`src/rtl/lcd_spi_arbiter.sv`:
```
// lcd_spi_arbiter
// Shares the single LCD spi_master byte channel between NREQ drawing engines.
// Arbitration is round-robin at burst granularity. The owner keeps the channel
// until its last-flagged byte has been shifted out, until it drops req, or
// until the watchdog fires.
// Optional feature: define LCD_ARB_WDOG_EN to enable the per-byte watchdog
// (WDOG_CYCLES), which is reported on arb_err.
//
// state | meaning
// ------+----------------------------------------------------------------
// IDLE  | no owner; pick the next requester by round-robin from rr_ptr
// SEND  | owner's byte offered to spi_master (spi_start high after entry)
// GAP   | one-cycle ack to the owner so it can present its next byte

module lcd_spi_arbiter #(
    parameter int NREQ        = 3,
    parameter int WDOG_CYCLES = 4096
) (
    input  logic                clk,
    input  logic                reset,
    input  logic [NREQ-1:0]     req,
    input  logic [8*NREQ-1:0]   req_data,
    input  logic [NREQ-1:0]     req_cmd,
    input  logic [NREQ-1:0]     req_last,
    output logic [NREQ-1:0]     ack,
    output logic [NREQ-1:0]     grant,
    output logic                arb_busy,
    output logic [7:0]          spi_data,
    output logic                spi_cmd,
    output logic                spi_start,
    input  logic                spi_avail,
    output logic                arb_err
);

    localparam int PTR_W  = (NREQ > 1) ? $clog2(NREQ) : 1;
    localparam int SCAN_W = PTR_W + 1;

    typedef enum logic [1:0] {
        IDLE = 2'd0,
        SEND = 2'd1,
        GAP  = 2'd2
    } state_t;

    state_t             state;
    logic [PTR_W-1:0]   rr_ptr;
    logic [PTR_W-1:0]   g_idx;
    logic [PTR_W-1:0]   next_ptr;
    logic [PTR_W-1:0]   win_idx;
    logic               win_found;
    logic               last_q;
    logic [SCAN_W-1:0]  scan;

    logic [7:0]         g_data;
    logic               g_req;
    logic               g_cmd;
    logic               g_last;
    logic               wdog_hit;

    function automatic logic [NREQ-1:0] onehot(input logic [PTR_W-1:0] i);
        logic [NREQ-1:0] v;
        v    = '0;
        v[i] = 1'b1;
        return v;
    endfunction

    // Slice of the current owner's inputs.
    assign g_data   = req_data[{g_idx, 3'b000} +: 8];
    assign g_req    = req[g_idx];
    assign g_cmd    = req_cmd[g_idx];
    assign g_last   = req_last[g_idx];
    assign next_ptr = (g_idx == PTR_W'(NREQ - 1)) ? '0 : g_idx + PTR_W'(1);
    assign arb_busy = |grant;

    // Round-robin scan: first pending requester at rr_ptr, rr_ptr+1, ... mod NREQ.
    always_comb begin
        win_found = 1'b0;
        win_idx   = '0;
        scan      = '0;
        for (int k = 0; k < NREQ; k++) begin
            scan = {1'b0, rr_ptr} + SCAN_W'(k);
            if (scan >= SCAN_W'(NREQ)) begin
                scan = scan - SCAN_W'(NREQ);
            end
            if (!win_found && req[scan[PTR_W-1:0]]) begin
                win_found = 1'b1;
                win_idx   = scan[PTR_W-1:0];
            end
        end
    end

`ifdef LCD_ARB_WDOG_EN
    localparam int WDOG_W = $clog2(WDOG_CYCLES + 1);

    logic [WDOG_W-1:0] wdog_cnt;
    logic              arb_err_q;

    // The count is taken before this cycle's increment, so a match on
    // WDOG_CYCLES-1 is the cycle in which the count reaches WDOG_CYCLES.
    assign wdog_hit = (wdog_cnt == WDOG_W'(WDOG_CYCLES - 1));
    assign arb_err  = arb_err_q;
`else
    logic [31:0] unused_wdog;

    assign unused_wdog = 32'(WDOG_CYCLES);
    assign wdog_hit    = 1'b0;
    assign arb_err     = 1'b0;
`endif

    // Arbiter FSM. All channel-facing outputs are registered here.
    always_ff @(posedge clk) begin
        if (!reset) begin
            state     <= IDLE;
            grant     <= '0;
            g_idx     <= '0;
            ack       <= '0;
            spi_start <= 1'b0;
            spi_data  <= '0;
            spi_cmd   <= 1'b0;
            last_q    <= 1'b0;
            rr_ptr    <= '0;
`ifdef LCD_ARB_WDOG_EN
            wdog_cnt  <= '0;
            arb_err_q <= 1'b0;
`endif
        end else begin
            ack <= '0;
`ifdef LCD_ARB_WDOG_EN
            arb_err_q <= 1'b0;
`endif
            case (state)
                IDLE: begin
                    spi_start <= 1'b0;
                    if (win_found) begin
                        grant <= onehot(win_idx);
                        g_idx <= win_idx;
                        state <= SEND;
`ifdef LCD_ARB_WDOG_EN
                        wdog_cnt <= '0;
`endif
                    end
                end

                SEND: begin
                    // An accepted byte wins over a same-cycle req drop:
                    // the byte has already gone out on the wire.
                    if (spi_start && spi_avail) begin
                        spi_start <= 1'b0;
                        ack       <= onehot(g_idx);
                        last_q    <= g_last;
                        state     <= GAP;
                    end else if (!g_req || wdog_hit) begin
                        spi_start <= 1'b0;
                        grant     <= '0;
                        rr_ptr    <= next_ptr;
                        state     <= IDLE;
`ifdef LCD_ARB_WDOG_EN
                        // A requester dropping out is not a watchdog error.
                        arb_err_q <= g_req;
`endif
                    end else begin
                        spi_start <= 1'b1;
                        spi_data  <= g_data;
                        spi_cmd   <= g_cmd;
`ifdef LCD_ARB_WDOG_EN
                        wdog_cnt  <= wdog_cnt + WDOG_W'(1);
`endif
                    end
                end

                GAP: begin
                    // The requester advances its byte during this cycle, so
                    // the slice sampled here is already the next byte.
                    if (last_q || !g_req) begin
                        grant  <= '0;
                        rr_ptr <= next_ptr;
                        state  <= IDLE;
                    end else begin
                        spi_start <= 1'b1;
                        spi_data  <= g_data;
                        spi_cmd   <= g_cmd;
                        state     <= SEND;
`ifdef LCD_ARB_WDOG_EN
                        wdog_cnt  <= '0;
`endif
                    end
                end

                default: begin
                    spi_start <= 1'b0;
                    grant     <= '0;
                    state     <= IDLE;
                end
            endcase
        end
    end

endmodule
```
`config.mk`:
```
export PLATFORM = sky130hd
export DESIGN_NAME = lcd_spi_arbiter
export DESIGN_NICKNAME = d
export VERILOG_FILES = /design/src/rtl/lcd_spi_arbiter.sv
export SDC_FILE = /design/constraint.sdc
export NUM_CORES = 1
export LEC_CHECK = 0
export CAP_MARGIN = 0
export CORE_MARGIN = 2
export CORE_UTILIZATION = 35
export DETAILED_ROUTE_END_ITERATION = 6
export PLACE_DENSITY = 0.67
export SLEW_MARGIN = 10
export SYNTH_ARGS = -nofsm -noshare
export SYNTH_HDL_FRONTEND = slang
export SYNTH_SLANG_ARGS = --single-unit
```
`constraint.sdc`:
```
create_clock -name clk -period 2.1 [get_ports clk]
set_clock_uncertainty 0.1 [all_clocks]
set_input_delay 0.42 -clock clk [delete_from_list [all_inputs] [get_ports clk]]
set_output_delay 0.42 -clock clk [all_outputs]
set_load 0.005 [all_outputs]
```
==> metrics <==
Pins Over Slew Limit=0; DRT Wirelength=3620 um; Place WS=-0.189 ns; Hold Path Class=reg2reg; layout net count=292; f_max=498 MHz; Hold Fails Final Rpt=0; vias per cell=4.92; Total Routing Usage GR=15.5%; DP Cell Count=294; pin count of the biggest net entering global routing=17; average wire per standard cell=12.1 um; CTS clk-pin slew, worst paths=0.08 ns; Die X=70.4 um; Yosys cell types=36; Chip Height=70.4 um; PD cells=990 nW/um2; CP max stage cell=clkdlybuf4s50_1; Mean Syn Cell Area=8.44 um2; Worst setup EP type=register; CTS max path bufs=2; post-synthesis register bit count=23; critical path class=in2reg; Max FO, Critical Path=6; CP Launch Type=input pin; worst path required time=2.16 ns; Tcrit/Tclk final=95.7%; clk root buf=clkbuf_8; first-pass GRT wire length=6300 um; worst r2r path cells=7; post-route cell area=2310 um2; Starting Density=36.0%; Antenna Nets Post-Route=0; worst reg2reg path endpoint=grant[1]$_SDFFE_PN0P_; DR vias=1,470; hold path endpoint=spi_cmd$_SDFFE_PN0P_; post-route setup slack=0.0900 ns; # IOs=54; Lkg Pwr=0.000953 uW; hold buffers post-CTS=0; grt ovf=0; Max Cap Violations=0; CTS tree=built; Warnings, synthesis=0; routability-driven placement congestion ratio=0.807; DP Wirelength=2900 um; CP top delay family=compound AO/OA/AOI/OAI gates; unrepaired setup endpoints after global routing=no; antenna violations before repair=0; Hold Crit Depth=2; status=complete, no violations; Finished Layout Cells=299; TritonCTS buffer count=3; sequential cell area fraction in the yosys report=29.8%; slowest cell delay on critical path=0.51 ns; Hold Path Origin=spi_cmd$_SDFFE_PN0P_; synthesized cell area=1550 um2; row cnt=24; Placed Instance Area=2210 um2; clock latency on the worst-skew pair=0.26 ns; WP data arrival=2.07 ns; shortest period the worst path allows=2.01 ns; Post-Route Utilization=53.8%; Syn Inst Count=183; Max VDD drop=0.000346 V; crit path cell chain=clkdlybuf4s50_1 > mux2i_2 > nor2_2 > o41ai_4 > a2111oi_4 > a32o_2; DRC=0; die area=4960 um2; initial DRC count=37; PortBufs=52; ant diodes=0; H-Tree Depth=1; DR pass1 iterations=4; # setup viols final=0; Core Area=4290 um2; Setup TNS=0 ns; Reg-to-Reg Start=rr_ptr[1]$_SDFFE_PN0P_; crit path buf inv count=1; share of post-route cells with drive strength above 1=15.0%; Worst path depth=6; Mapped Nets=227; vias in the first global route=1,473; r2r setup slk=0.12 ns; CTS sink cnt=23; P&R area growth vs syn=49.6%
==> tightest hold or removal path: stages, from the launching register on <==
cell     delay, ns
dfxtp_1       0.31
nand2_1       0.05
mux2i_1       0.05
==> cells in the mapped netlist (all sizes together) <==
| cell type | n | area share (%) |
|---|---|---|
| a211oi | 2 | 1.3 |
| o21a | 1 | 0.49 |
| inv | 7 | 1.7 |
| o41ai | 1 | 1.8 |
| a32o | 4 | 2.6 |
| o21ai | 16 | 5.4 |
| conb | 1 | 0.24 |
| or3 | 2 | 0.81 |
| o211a | 1 | 0.65 |
| a31oi | 2 | 0.81 |
| nor2b | 4 | 1.6 |
| nor3 | 1 | 0.32 |
| o22ai | 1 | 0.41 |
| o211ai | 1 | 0.49 |
| a31o | 1 | 0.57 |
| ha | 8 | 6.5 |
| nor2 | 14 | 3.7 |
| dfxtp | 23 | 30 |
| nand2b | 6 | 2.4 |
| mux2i | 28 | 18 |
| a2111oi | 1 | 1.8 |
| o22a | 1 | 0.65 |
| and3 | 4 | 1.6 |
| buf | 5 | 2.2 |
| nand3b | 3 | 1.5 |
| nand2 | 33 | 8.0 |
| o32ai | 1 | 1.1 |
| clkbuf | 6 | 1.5 |
| a21oi | 4 | 1.3 |
| a21boi | 1 | 0.73 |
==> through the flow <==
| step | power (uW) | hold slack (ns) |
|---|---|---|
| 3_3_place_gp | 1950 | 0.343 |
| 6_report | 2290 | 0.359 |
| 5_1_grt | 2480 | 0.391 |
| 4_1_cts | 2260 | 0.365 |
| 2_1_floorplan | 1460 | 0.354 |
| 3_5_place_dp | 1960 | 0.354 |
==> sequential cells by signal, summed over array words and instances (netlist names) <==
signal and flops:
spi_start 1, grant 3, spi_data 8, state 2, rr_ptr 2, last_q 1
g_idx 2, ack 3, spi_cmd 1
==> layout make-up <==
type,count,area (um2)
fillers,426,1980
multi-input cells,142,1050
repair buffers,71,663
flip-flops and latches,23,462
well taps,52,65.1
clock buffers,4,45.0
inverters,7,26.3
==> layer usage <==
layer / vias to the layer above / routed length, um / track usage (%)
met5: - / 0 / 0
met4: 0 / 40 / 4.91
met3: 4 / 223 / 3.90
met2: 40 / 1710 / 26.0
met1: 660 / 1650 / 19.4
li1: 766 / - / -
==> cell usage in the layout (no fill, tap or decap), drive strengths merged, types with 2 or more instances in the layout <==
| cell type | netlist | layout |
|---|---|---|
| mux2i | 28 | 28 |
| a31oi | 2 | 2 |
| a21oi | 4 | 4 |
| clkbuf | 6 | 4 |
| nor2b | 4 | 4 |
| and3 | 4 | 4 |
| dfxtp | 23 | 23 |
| buf | 5 | 19 |
| o21ai | 16 | 16 |
| nand2b | 6 | 6 |
| or3 | 2 | 2 |
| inv | 7 | 7 |
| a211oi | 2 | 2 |
| ha | 8 | 8 |
| clkdlybuf4s50 | 0 | 52 |
| nor2 | 14 | 14 |
| nand2 | 33 | 33 |
| a32o | 4 | 4 |
| nand3b | 3 | 3 |
==> what timing repair did <==
item / 4_1_cts / 5_1_grt
endpoints found under the setup margin: 3 / 7
gates cloned: 0 / 0
buffers inserted: 0 / 1
pin swaps: 0 / 4
gates resized for setup: 2 / 6
==> worst max path at each step <==
stage                                 end  slack, ns                    from
floorplan           grant[2]$_SDFFE_PN0P_       0.02  rr_ptr[0]$_SDFFE_PN0P_
global placement    grant[0]$_SDFFE_PN0P_      -0.15                  req[1]
detailed placement  grant[1]$_SDFFE_PN0P_      -0.19                  req[1]
CTS                 grant[1]$_SDFFE_PN0P_      0.007  rr_ptr[0]$_SDFFE_PN0P_
global route        grant[2]$_SDFFE_PN0P_       0.01  rr_ptr[0]$_SDFFE_PN0P_
finish              grant[1]$_SDFFE_PN0P_       0.09                  req[1]
==> logic make-up (layout without fill, tap and decap cells) <==
kind of cell               Yosys count  in the layout  share of synthesized area (%)
and+or+nand+nor                     67             67                           20.0
AOI/OAI and AO/OA                   38             38                           20.0
muxes                               28             28                           18.1
DFF                                 23             23                           29.8
buffers and inverters               18             82                           5.34
adders and majority gates            8              8                           6.48
other                                1              1                          0.243
==> where the power goes <==
part / total (uW) / internal [uW] / switching, uW
Sequential: 602 / 532 / 70.7
Combinational: 1410 / 765 / 649
Clock: 274 / 135 / 138
(Power assumes the default switching activity.)
